--- config.mk ---
export PLATFORM = sky130hd
export DESIGN_NAME = input_deglitch
export DESIGN_NICKNAME = d
export VERILOG_FILES = /design/src/rtl/input_deglitch_pkg.sv /design/src/rtl/input_deglitch_sync2.sv /design/src/rtl/input_deglitch.sv
export SDC_FILE = /design/constraint.sdc
export NUM_CORES = 1
export LEC_CHECK = 0
export CAP_MARGIN = 0
export CORE_MARGIN = 3
export CORE_UTILIZATION = 40
export DETAILED_ROUTE_END_ITERATION = 10
export GPL_ROUTABILITY_DRIVEN = 0
export GPL_TIMING_DRIVEN = 0
export PLACE_DENSITY_LB_ADDON = 0.08
export SYNTH_ARGS = -nofsm -noshare
export SYNTH_HDL_FRONTEND = slang
export SYNTH_SLANG_ARGS = --single-unit
--- constraint.sdc ---
create_clock -name clk -period 3.4 [get_ports clk]
set_input_delay 0.85 -clock clk [delete_from_list [all_inputs] [get_ports clk]]
set_output_delay 0.85 -clock clk [all_outputs]
set_load 0.05 [all_outputs]
--- src/rtl/input_deglitch_pkg.sv ---
// Purpose : shared types and constants for the input_deglitch block.
// Latency : n/a (declarations only).
// Backpressure: n/a.
//
// Contents: FSM state encoding, glitch counter ceiling, qualify counter width.
package input_deglitch_pkg;

    typedef enum logic [1:0] {
        LOW       = 2'd0,
        QUAL_HIGH = 2'd1,
        HIGH      = 2'd2,
        QUAL_LOW  = 2'd3
    } dg_state_t;

    localparam logic [15:0] GLITCH_CNT_MAX = 16'hFFFF;
    localparam int          QCNT_W         = 8;

endpackage

--- src/rtl/input_deglitch_sync2.sv ---
// Purpose : two-flop synchroniser for an asynchronous pin.
// Latency : 2 clk from input change to o_q.
// Backpressure: none; samples every cycle.
//
// Ports:
//   i_clk   - sampling clock
//   i_rst_n - asynchronous active-low reset, clears both stages
//   i_d     - unsynchronised input
//   o_q     - synchronised output (second stage)
module sync2 (
    input  logic i_clk,
    input  logic i_rst_n,
    input  logic i_d,
    output logic o_q
);

    logic r_s1;
    logic r_s2;

    always_ff @(posedge i_clk or negedge i_rst_n) begin
        if (!i_rst_n) begin
            r_s1 <= 1'b0;
            r_s2 <= 1'b0;
        end else begin
            r_s1 <= i_d;
            r_s2 <= r_s1;
        end
    end

    assign o_q = r_s2;

endmodule

--- src/rtl/input_deglitch.sv ---
// Purpose : synchronise and deglitch a field input, emit clean level, edge strobes and stall flag.
// Latency : FILTER_CYCLES+2 clk from first high sample of raw_in to sig_out/rise_pulse (same for falls).
// Backpressure: none; free-running, outputs valid every cycle.
//
// Ports:
//   clk          - system clock
//   rst_n        - asynchronous active-low reset
//   raw_in       - unsynchronised pin
//   sig_out      - filtered level
//   rise_pulse   - one-cycle strobe on accepted 0->1
//   fall_pulse   - one-cycle strobe on accepted 1->0
//   stalled      - high once TIMEOUT_CYCLES elapse with no accepted edge
//   glitch_count - saturating count of rejected pulses
// Build option: define INPUT_DEGLITCH_GLITCH_CNT_EN to build the glitch counter;
// otherwise glitch_count is tied to zero.
module input_deglitch
    import input_deglitch_pkg::*;
#(
    parameter int          FILTER_CYCLES  = 8,
    parameter int unsigned TIMEOUT_CYCLES = 32'd1000000
) (
    input  logic        clk,
    input  logic        rst_n,
    input  logic        raw_in,
    output logic        sig_out,
    output logic        rise_pulse,
    output logic        fall_pulse,
    output logic        stalled,
    output logic [15:0] glitch_count
);

    localparam logic [QCNT_W-1:0] FILT = QCNT_W'(FILTER_CYCLES);
    localparam logic [31:0]       TMO  = TIMEOUT_CYCLES;

    logic              w_s2;
    dg_state_t         r_state;
    dg_state_t         w_state_nxt;
    logic [QCNT_W-1:0] r_qcnt;
    logic [QCNT_W-1:0] w_qcnt_nxt;
    logic [QCNT_W-1:0] w_qcnt_inc;
    logic              w_rise;
    logic              w_fall;
    logic              w_glitch;
    logic              w_edge;
    logic [31:0]       r_tcnt;
    logic [31:0]       w_tcnt_nxt;
    logic              r_sig;
    logic              r_rise;
    logic              r_fall;
    logic              r_stalled;

    sync2 u_sync (
        .i_clk   (clk),
        .i_rst_n (rst_n),
        .i_d     (raw_in),
        .o_q     (w_s2)
    );

    // qcnt never exceeds FILTER_CYCLES-1 (<=254), so the 8-bit increment cannot wrap.
    assign w_qcnt_inc = r_qcnt + 1'b1;

    always_ff @(posedge clk or negedge rst_n) begin
        if (!rst_n) begin
            r_state <= LOW;
            r_qcnt  <= '0;
        end else begin
            r_state <= w_state_nxt;
            r_qcnt  <= w_qcnt_nxt;
        end
    end

    always_comb begin
        w_state_nxt = r_state;
        w_qcnt_nxt  = r_qcnt;
        w_rise      = 1'b0;
        w_fall      = 1'b0;
        w_glitch    = 1'b0;
        case (r_state)
            LOW: begin
                if (w_s2) begin
                    // With a filter of one the first differing sample is already enough.
                    if (FILTER_CYCLES == 1) begin
                        w_state_nxt = HIGH;
                        w_rise      = 1'b1;
                    end else begin
                        w_state_nxt = QUAL_HIGH;
                        w_qcnt_nxt  = QCNT_W'(1);
                    end
                end
            end
            QUAL_HIGH: begin
                if (w_s2) begin
                    if (w_qcnt_inc == FILT) begin
                        w_state_nxt = HIGH;
                        w_qcnt_nxt  = '0;
                        w_rise      = 1'b1;
                    end else begin
                        w_qcnt_nxt  = w_qcnt_inc;
                    end
                end else begin
                    w_state_nxt = LOW;
                    w_qcnt_nxt  = '0;
                    w_glitch    = 1'b1;
                end
            end
            HIGH: begin
                if (!w_s2) begin
                    if (FILTER_CYCLES == 1) begin
                        w_state_nxt = LOW;
                        w_fall      = 1'b1;
                    end else begin
                        w_state_nxt = QUAL_LOW;
                        w_qcnt_nxt  = QCNT_W'(1);
                    end
                end
            end
            QUAL_LOW: begin
                if (!w_s2) begin
                    if (w_qcnt_inc == FILT) begin
                        w_state_nxt = LOW;
                        w_qcnt_nxt  = '0;
                        w_fall      = 1'b1;
                    end else begin
                        w_qcnt_nxt  = w_qcnt_inc;
                    end
                end else begin
                    w_state_nxt = HIGH;
                    w_qcnt_nxt  = '0;
                    w_glitch    = 1'b1;
                end
            end
            default: begin
                w_state_nxt = LOW;
                w_qcnt_nxt  = '0;
            end
        endcase
    end

    // Timeout: stalled is registered from the next count so it drops in the
    // same cycle the edge strobe rises.
    assign w_edge     = w_rise | w_fall;
    assign w_tcnt_nxt = w_edge          ? 32'd0  :
                        (r_tcnt == TMO) ? r_tcnt : r_tcnt + 32'd1;

    always_ff @(posedge clk or negedge rst_n) begin
        if (!rst_n) begin
            r_sig     <= 1'b0;
            r_rise    <= 1'b0;
            r_fall    <= 1'b0;
            r_tcnt    <= 32'd0;
            r_stalled <= 1'b0;
        end else begin
            r_rise    <= w_rise;
            r_fall    <= w_fall;
            r_tcnt    <= w_tcnt_nxt;
            r_stalled <= (w_tcnt_nxt == TMO);
            if (w_rise) begin
                r_sig <= 1'b1;
            end else if (w_fall) begin
                r_sig <= 1'b0;
            end
        end
    end

    assign sig_out    = r_sig;
    assign rise_pulse = r_rise;
    assign fall_pulse = r_fall;
    assign stalled    = r_stalled;

`ifdef INPUT_DEGLITCH_GLITCH_CNT_EN
    logic [15:0] r_glitch_cnt;

    always_ff @(posedge clk or negedge rst_n) begin
        if (!rst_n) begin
            r_glitch_cnt <= 16'h0000;
        end else if (w_glitch && (r_glitch_cnt != GLITCH_CNT_MAX)) begin
            r_glitch_cnt <= r_glitch_cnt + 16'd1;
        end
    end

    assign glitch_count = r_glitch_cnt;
`else
    logic w_unused_glitch;
    assign w_unused_glitch = w_glitch;
    assign glitch_count    = 16'h0000;
`endif

endmodule

Yosys cells after proc, flatten, opt, wreduce, memory -nomap -nowiden
Index checks and enable logic that the tools add are counted.
{"block": "op_classes", "addsub": 2, "mul": 0, "n_div": 0, "magnitude_cmp": 0, "eq_ne": 10, "n_shift": 0, "mux": 22, "bitwise_logic": 1, "n_reduce_logical": 4}
{"operator": "$eq 32x20->1 const B", "count": 2}
{"operator": "$mux 32", "count": 2}
{"operator": "$mux 8", "count": 5}
{"operator": "$add 32x1->32 const B", "count": 1}
{"operator": "$pmux 8 s4", "count": 1}
{"operator": "$mux 2", "count": 6}
{"operator": "$add 8x1->8 const B", "count": 1}
{"operator": "$eq 8x4->1 const B", "count": 1}
{"operator": "$pmux 2 s4", "count": 1}
{"operator": "$mux 1", "count": 7}
{"operator": "$eq 2x2->1 const B", "count": 2}
{"operator": "$reduce_and 4->1", "count": 1}
{"operator": "$ne 3x2->1 const B", "count": 1}
{"operator": "$ne 3x3->1 const B", "count": 1}
{"operator": "$eq 2x1->1 const B", "count": 1}
{"operator": "$logic_not 2->1", "count": 1}
{"operator": "$ne 2x1->1 const B", "count": 1}
{"operator": "$ne 2x2->1 const B", "count": 1}
{"operator": "$reduce_and 2->1", "count": 1}
{"operator": "$reduce_bool 2->1", "count": 1}
{"operator": "$or 1x1->1", "count": 1}
{"block": "totals", "ff_bits": 48, "latch_bits": 0, "ramBits": 0, "rom_bits": 0, "in_bits": 3, "output_inout_bits": 20, "n_memories": 0}

Longest topological paths before layout
{"block": "depth", "ltp_word": 8, "depth_mapped": 9}

By module
Synthesis repeated with hierarchy kept, for this count alone.
{"block": "unflattened", "cells_unflattened": 304, "area_unflattened_um2": 2859.0}
{"module": "input_deglitch", "instances": 1, "cells_per_inst": 302, "area_each_um2": 2808.9, "seq_area_each_um2": 1151.1}
{"module": "sync2", "instances": 1, "cells_per_inst": 2, "area_each_um2": 50.0, "seq_area_each_um2": 50.0}

Least setup slack after synthesis
OpenSTA, ideal clock, no wires.
{"block": "synth_timing", "kind": "register to register", "startpoint": "register r_tcnt[1]", "endpoint": "register r_stalled (netlist: stalled)", "setup_ns": 0.101, "arrival_time_ns": 2.254, "setup_slack_ns": 1.045, "stages_incl_launch_ff": 9, "path_buffers": 0, "cell_sequence": "dfrtp_1 -> ha_1 -> and2_1 -> nand3_1 -> nor4_1 -> xnor2_1 -> o21ai_0 -> or4_1 -> nor4_1"}
{"block": "synth_via", "elab_chain_len": 4, "elab_cells_between_ends": 5, "cone_classes": "add/sub (1); eq/ne (2); mux (2)"}
{"item": "start: declaration", "line_no": "input_deglitch.sv:45", "text": "logic [31:0] r_tcnt;"}
{"item": "start signal: assignment", "line_no": "input_deglitch.sv:155", "text": "r_tcnt <= w_tcnt_nxt;"}
{"item": "$add 32x1->32 or $eq 32x20->1 (tied branches)", "line_no": "input_deglitch.sv:143", "text": "(r_tcnt == TMO) ? r_tcnt : r_tcnt + 32'd1;"}
{"item": "$mux 32 *", "line_no": "input_deglitch.sv:143"}
{"item": "$mux 32 *", "line_no": "input_deglitch.sv:142", "text": "assign w_tcnt_nxt = w_edge ? 32'd0 :"}
{"item": "$eq 32x20->1 *", "line_no": "input_deglitch.sv:156", "text": "r_stalled <= (w_tcnt_nxt == TMO);"}
{"item": "end signal: assignment", "line_no": "input_deglitch.sv:156"}
{"item": "end: declaration", "line_no": "input_deglitch.sv:50", "text": "logic r_stalled;"}
Every way passes the cells marked *; elsewhere a longest branch is shown, timed or not.
A chain may end at the register's enable or synchronous reset.

Worst setup path after layout
{"block": "layout_timing", "startpoint": "register r_tcnt[26]", "endpoint": "register r_stalled (netlist: stalled)"}
The elaborated chain is that of the path after synthesis.

==> summary.md <==
| Metric | Value |
|---|---|
| Slew margin rel. | `0.507` |
| Critical Path RT | `3.58 ns` |
| Hold buffers post-CTS | `0` |
| CP startpoint | `r_tcnt[26]` |
| Min Hold Slack | `0.370 ns` |
| Fin cells | `441` |
| Max Cap Violations | `0` |
| Post-Synthesis Cells | `315` |
| Worst-Skew Late Latency | `0.31 ns` |
| Clk slew on worst S/H paths | `0.10 ns` |
| CP arrival | `3.13 ns` |
| Vias in the first global route | `1964` |
| Clock sink count | `48` |
| Final Hold Vio Count | `0` |
| Status | `complete, no violations` |
| Share of layout cells above drive strength 1 | `0.130` |
| HP Start | `u_sync.r_s1` |
| Sequential share of the synthesized area | `0.417` |
| IO Count | `23` |
| Initial antenna violation count | `0` |
| Dpl cells | `433` |
| Via count | `2186` |
| Util after Layout | `0.471` |
| Core ar. | `0.00691 sq mm` |
| Synth Area per Inst | `9.15 sq um` |
| Root Driver | `clkbuf_8` |
| Reg2Reg Depth | `8` |
| Num rows | `30` |
| Count of input and output buffers | `6` |
| Die area | `0.00826 sq mm` |
| Clock buffer depth | `2` |
| Asr flop ratio synth | `1.00` |
| Final Cycle Share | `0.867` |
| Max Transition Viols Final | `0` |
| Worst R2R Setup Slack | `0.45 ns` |
| Fmax | `339 MHz` |
| Final HPWL DP | `4.34 mm` |
| Antenna diode count | `0` |
| Synth top area share | `0.417` |
| PwrDens | `388 mW/mm^2` |
| Initial Utilization | `0.417` |
| Synth top area cells | `dfrtp_1 42%, xor2_1 6.1%, xnor2_1 5.8%` |
| CP endpoint kind | `flop` |
| Seq cells post-synth | `48` |
| CTS tree | `done` |
| Distinct cells, synth | `50` |
| Critical R2R Capture | `stalled` |
| TNS Setup | `0 ns` |
| Worst setup SP type | `flop` |
| H-tree depth | `2` |
| CP Max Fanout | `7` |
| GRT overflow | `0` |
| Tot GR Track Use | `0.151` |
| Cell taking the most area after synthesis | `dfrtp_1` |
| Drt wl/cell | `13.6 um` |
| Post-DRT Antenna Nets | `0` |
| Post-synth EDFFs | `0` |
| Worst slew pin tran | `0.735 ns` |
| Postcts setup bufs | `0` |
| DRT Wirelength | `6.00 mm` |
| Fin crit period | `2.95 ns` |
| Die width | `90.9 um` |
| Hold Path Stages | `0` |
| Peak VDD IR | `316 uV` |
| Worst reg2reg startpoint | `r_tcnt[26]` |
| Hold Path Class | `reg -> reg` |
| Yosys Warn Count | `0` |
| Hold endpoint | `u_sync.o_q` |
| RSZ-0062 raised after global routing | `false` |
| Clock Skews | `0.0132 ns` |
| Area delta synth->final | `12.9%` |
| Leak | `1.41 nW` |
| Count of final setup violators | `0` |
| DRC errors left | `0` |
| Initial drt markers | `91` |
| DR pass1 iterations | `4` |
| CTS Buf Count | `5` |
| Synth Flop Type | `dfrtp_1` |
| Post-CTS resize count | `0` |
| Die Height | `90.9 um` |
| WS Path Type | `reg -> reg` |
| Mapped Area | `0.00288 sq mm` |
| Largest net degree at the start of global routing | `33` |
| Total power | `1.26 mW` |
| Vias per inst | `4.96` |
| Final net count | `351` |
| Wire length of the first global-routing pass | `10.1 mm` |
## area by class of cell
class / count / area, sq um
multi-input combinational: 251 / 1550
timing repair buffer: 7 / 75.1
buffer: 26 / 173
clock buffer: 6 / 82.6
fill: 682 / 3650
clock inverter: 2 / 38.8
inverter: 5 / 18.8
sequential: 48 / 1200
tap: 96 / 120
## critical path: stages, from the launching register on
cell,delay (ns)
dfrtp_1,0.38
clkbuf_1,0.19
nor4_1,0.41
nand4_1,0.20
nor3_2,0.45
and3_2,0.26
o22ai_1,0.07
or4_1,0.49
nor4_1,0.39
## sequential cells by signal, summed over array words and instances, names as in the netlist, named ones only
register and flops:
u_sync.o_q 1, r_tcnt 32, stalled 1, fall_pulse 1, u_sync.r_s1 1, rise_pulse 1
r_qcnt 8, sig_out 1, r_state 1
## where the power goes
group	internal, mW	switching [mW]	leakage [nW]
combinational	0.0632	0.104	0.701
sequential	0.600	0.0548	0.647
clock	0.241	0.200	0.0614
total	0.904	0.359	1.41
## per-layer routing
layer | global-route usage | routed length (um) | part of all wire | vias to the layer above
li1 | - | - | - | 1120
met1 | 0.239 | 3210 | 0.53 | 1019
met2 | 0.205 | 2500 | 0.42 | 39
met3 | 0.0317 | 231 | 0.039 | 8
met4 | 0.0377 | 61 | 0.010 | 0
met5 | 0 | 0 | 0 | -
## cell usage in the layout (no fill, tap or decap), types with 3 or more instances in the layout
master / synthesis / routed
a21oi_1: 6 / 6
and2_1: 3 / 3
and3_1: 8 / 8
and3_2: 4 / 4
buf_4: 16 / 16
clkbuf_1: 8 / 8
clkbuf_8: 0 / 6
clkdlybuf4s50_1: 0 / 5
conb_1: 1 / 16
dfrtp_1: 48 / 48
ha_1: 4 / 4
inv_1: 5 / 5
mux2i_1: 3 / 3
nand2_1: 22 / 22
nand2b_1: 5 / 5
nand3_1: 20 / 20
nand4_1: 5 / 5
nor2_1: 42 / 42
nor3_1: 13 / 13
nor4_1: 8 / 8
nor4b_1: 4 / 4
o21ai_0: 11 / 11
o22ai_1: 5 / 5
or3_1: 4 / 4
xnor2_1: 19 / 19
xor2_1: 20 / 20
## how the worst max path moves through the flow
stage,end,slack [ns]
floorplan,stalled,1.04
global placement,r_tcnt[18],0.002
detailed placement,stalled,0.49
CTS,stalled,0.44
global route,stalled,0.26
finish,stalled,0.45
## metrics by stage
step                      worst slack (ns)  area [sq um]
after global placement             0.00241          3120
after CTS                            0.437          3260
final                                0.451          3260
after floorplan                       1.04          2940
after global routing                 0.257          3260
after detailed placement             0.490          3130
## cell families (layout without fill, tap and decap cells)
logic type / count (synthesis) / after routing / synth area share
compound gates: 31 / 31 / 0.0642
xor+xnor: 39 / 39 / 0.118
fa+ha+maj: 4 / 4 / 0.0174
buf+inv: 31 / 46 / 0.0664
flops: 48 / 48 / 0.417
mux: 4 / 4 / 0.0143
other cells: 1 / 16 / 0.00130
simple gates: 157 / 157 / 0.301
## synth_stat cells (all sizes together) (2+ instances only)
cell type  instances
ha                 4
nand2b             5
nor4b              4
and3              12
a211oi             2
nor2              42
mux2i              3
xor2              20
nand4              6
xnor2             19
clkbuf             8
a21oi              6
nand3             21
or2                2
dfrtp             48
nor3              15
and2               4
or4b               2
inv                5
nor3b              2
buf               17
o31ai              2
nand2             23
o22ai              5
o21ai             11
and4               2
nor4               9
or3                5
No activity file was read; power rests on OpenSTA's default activity.
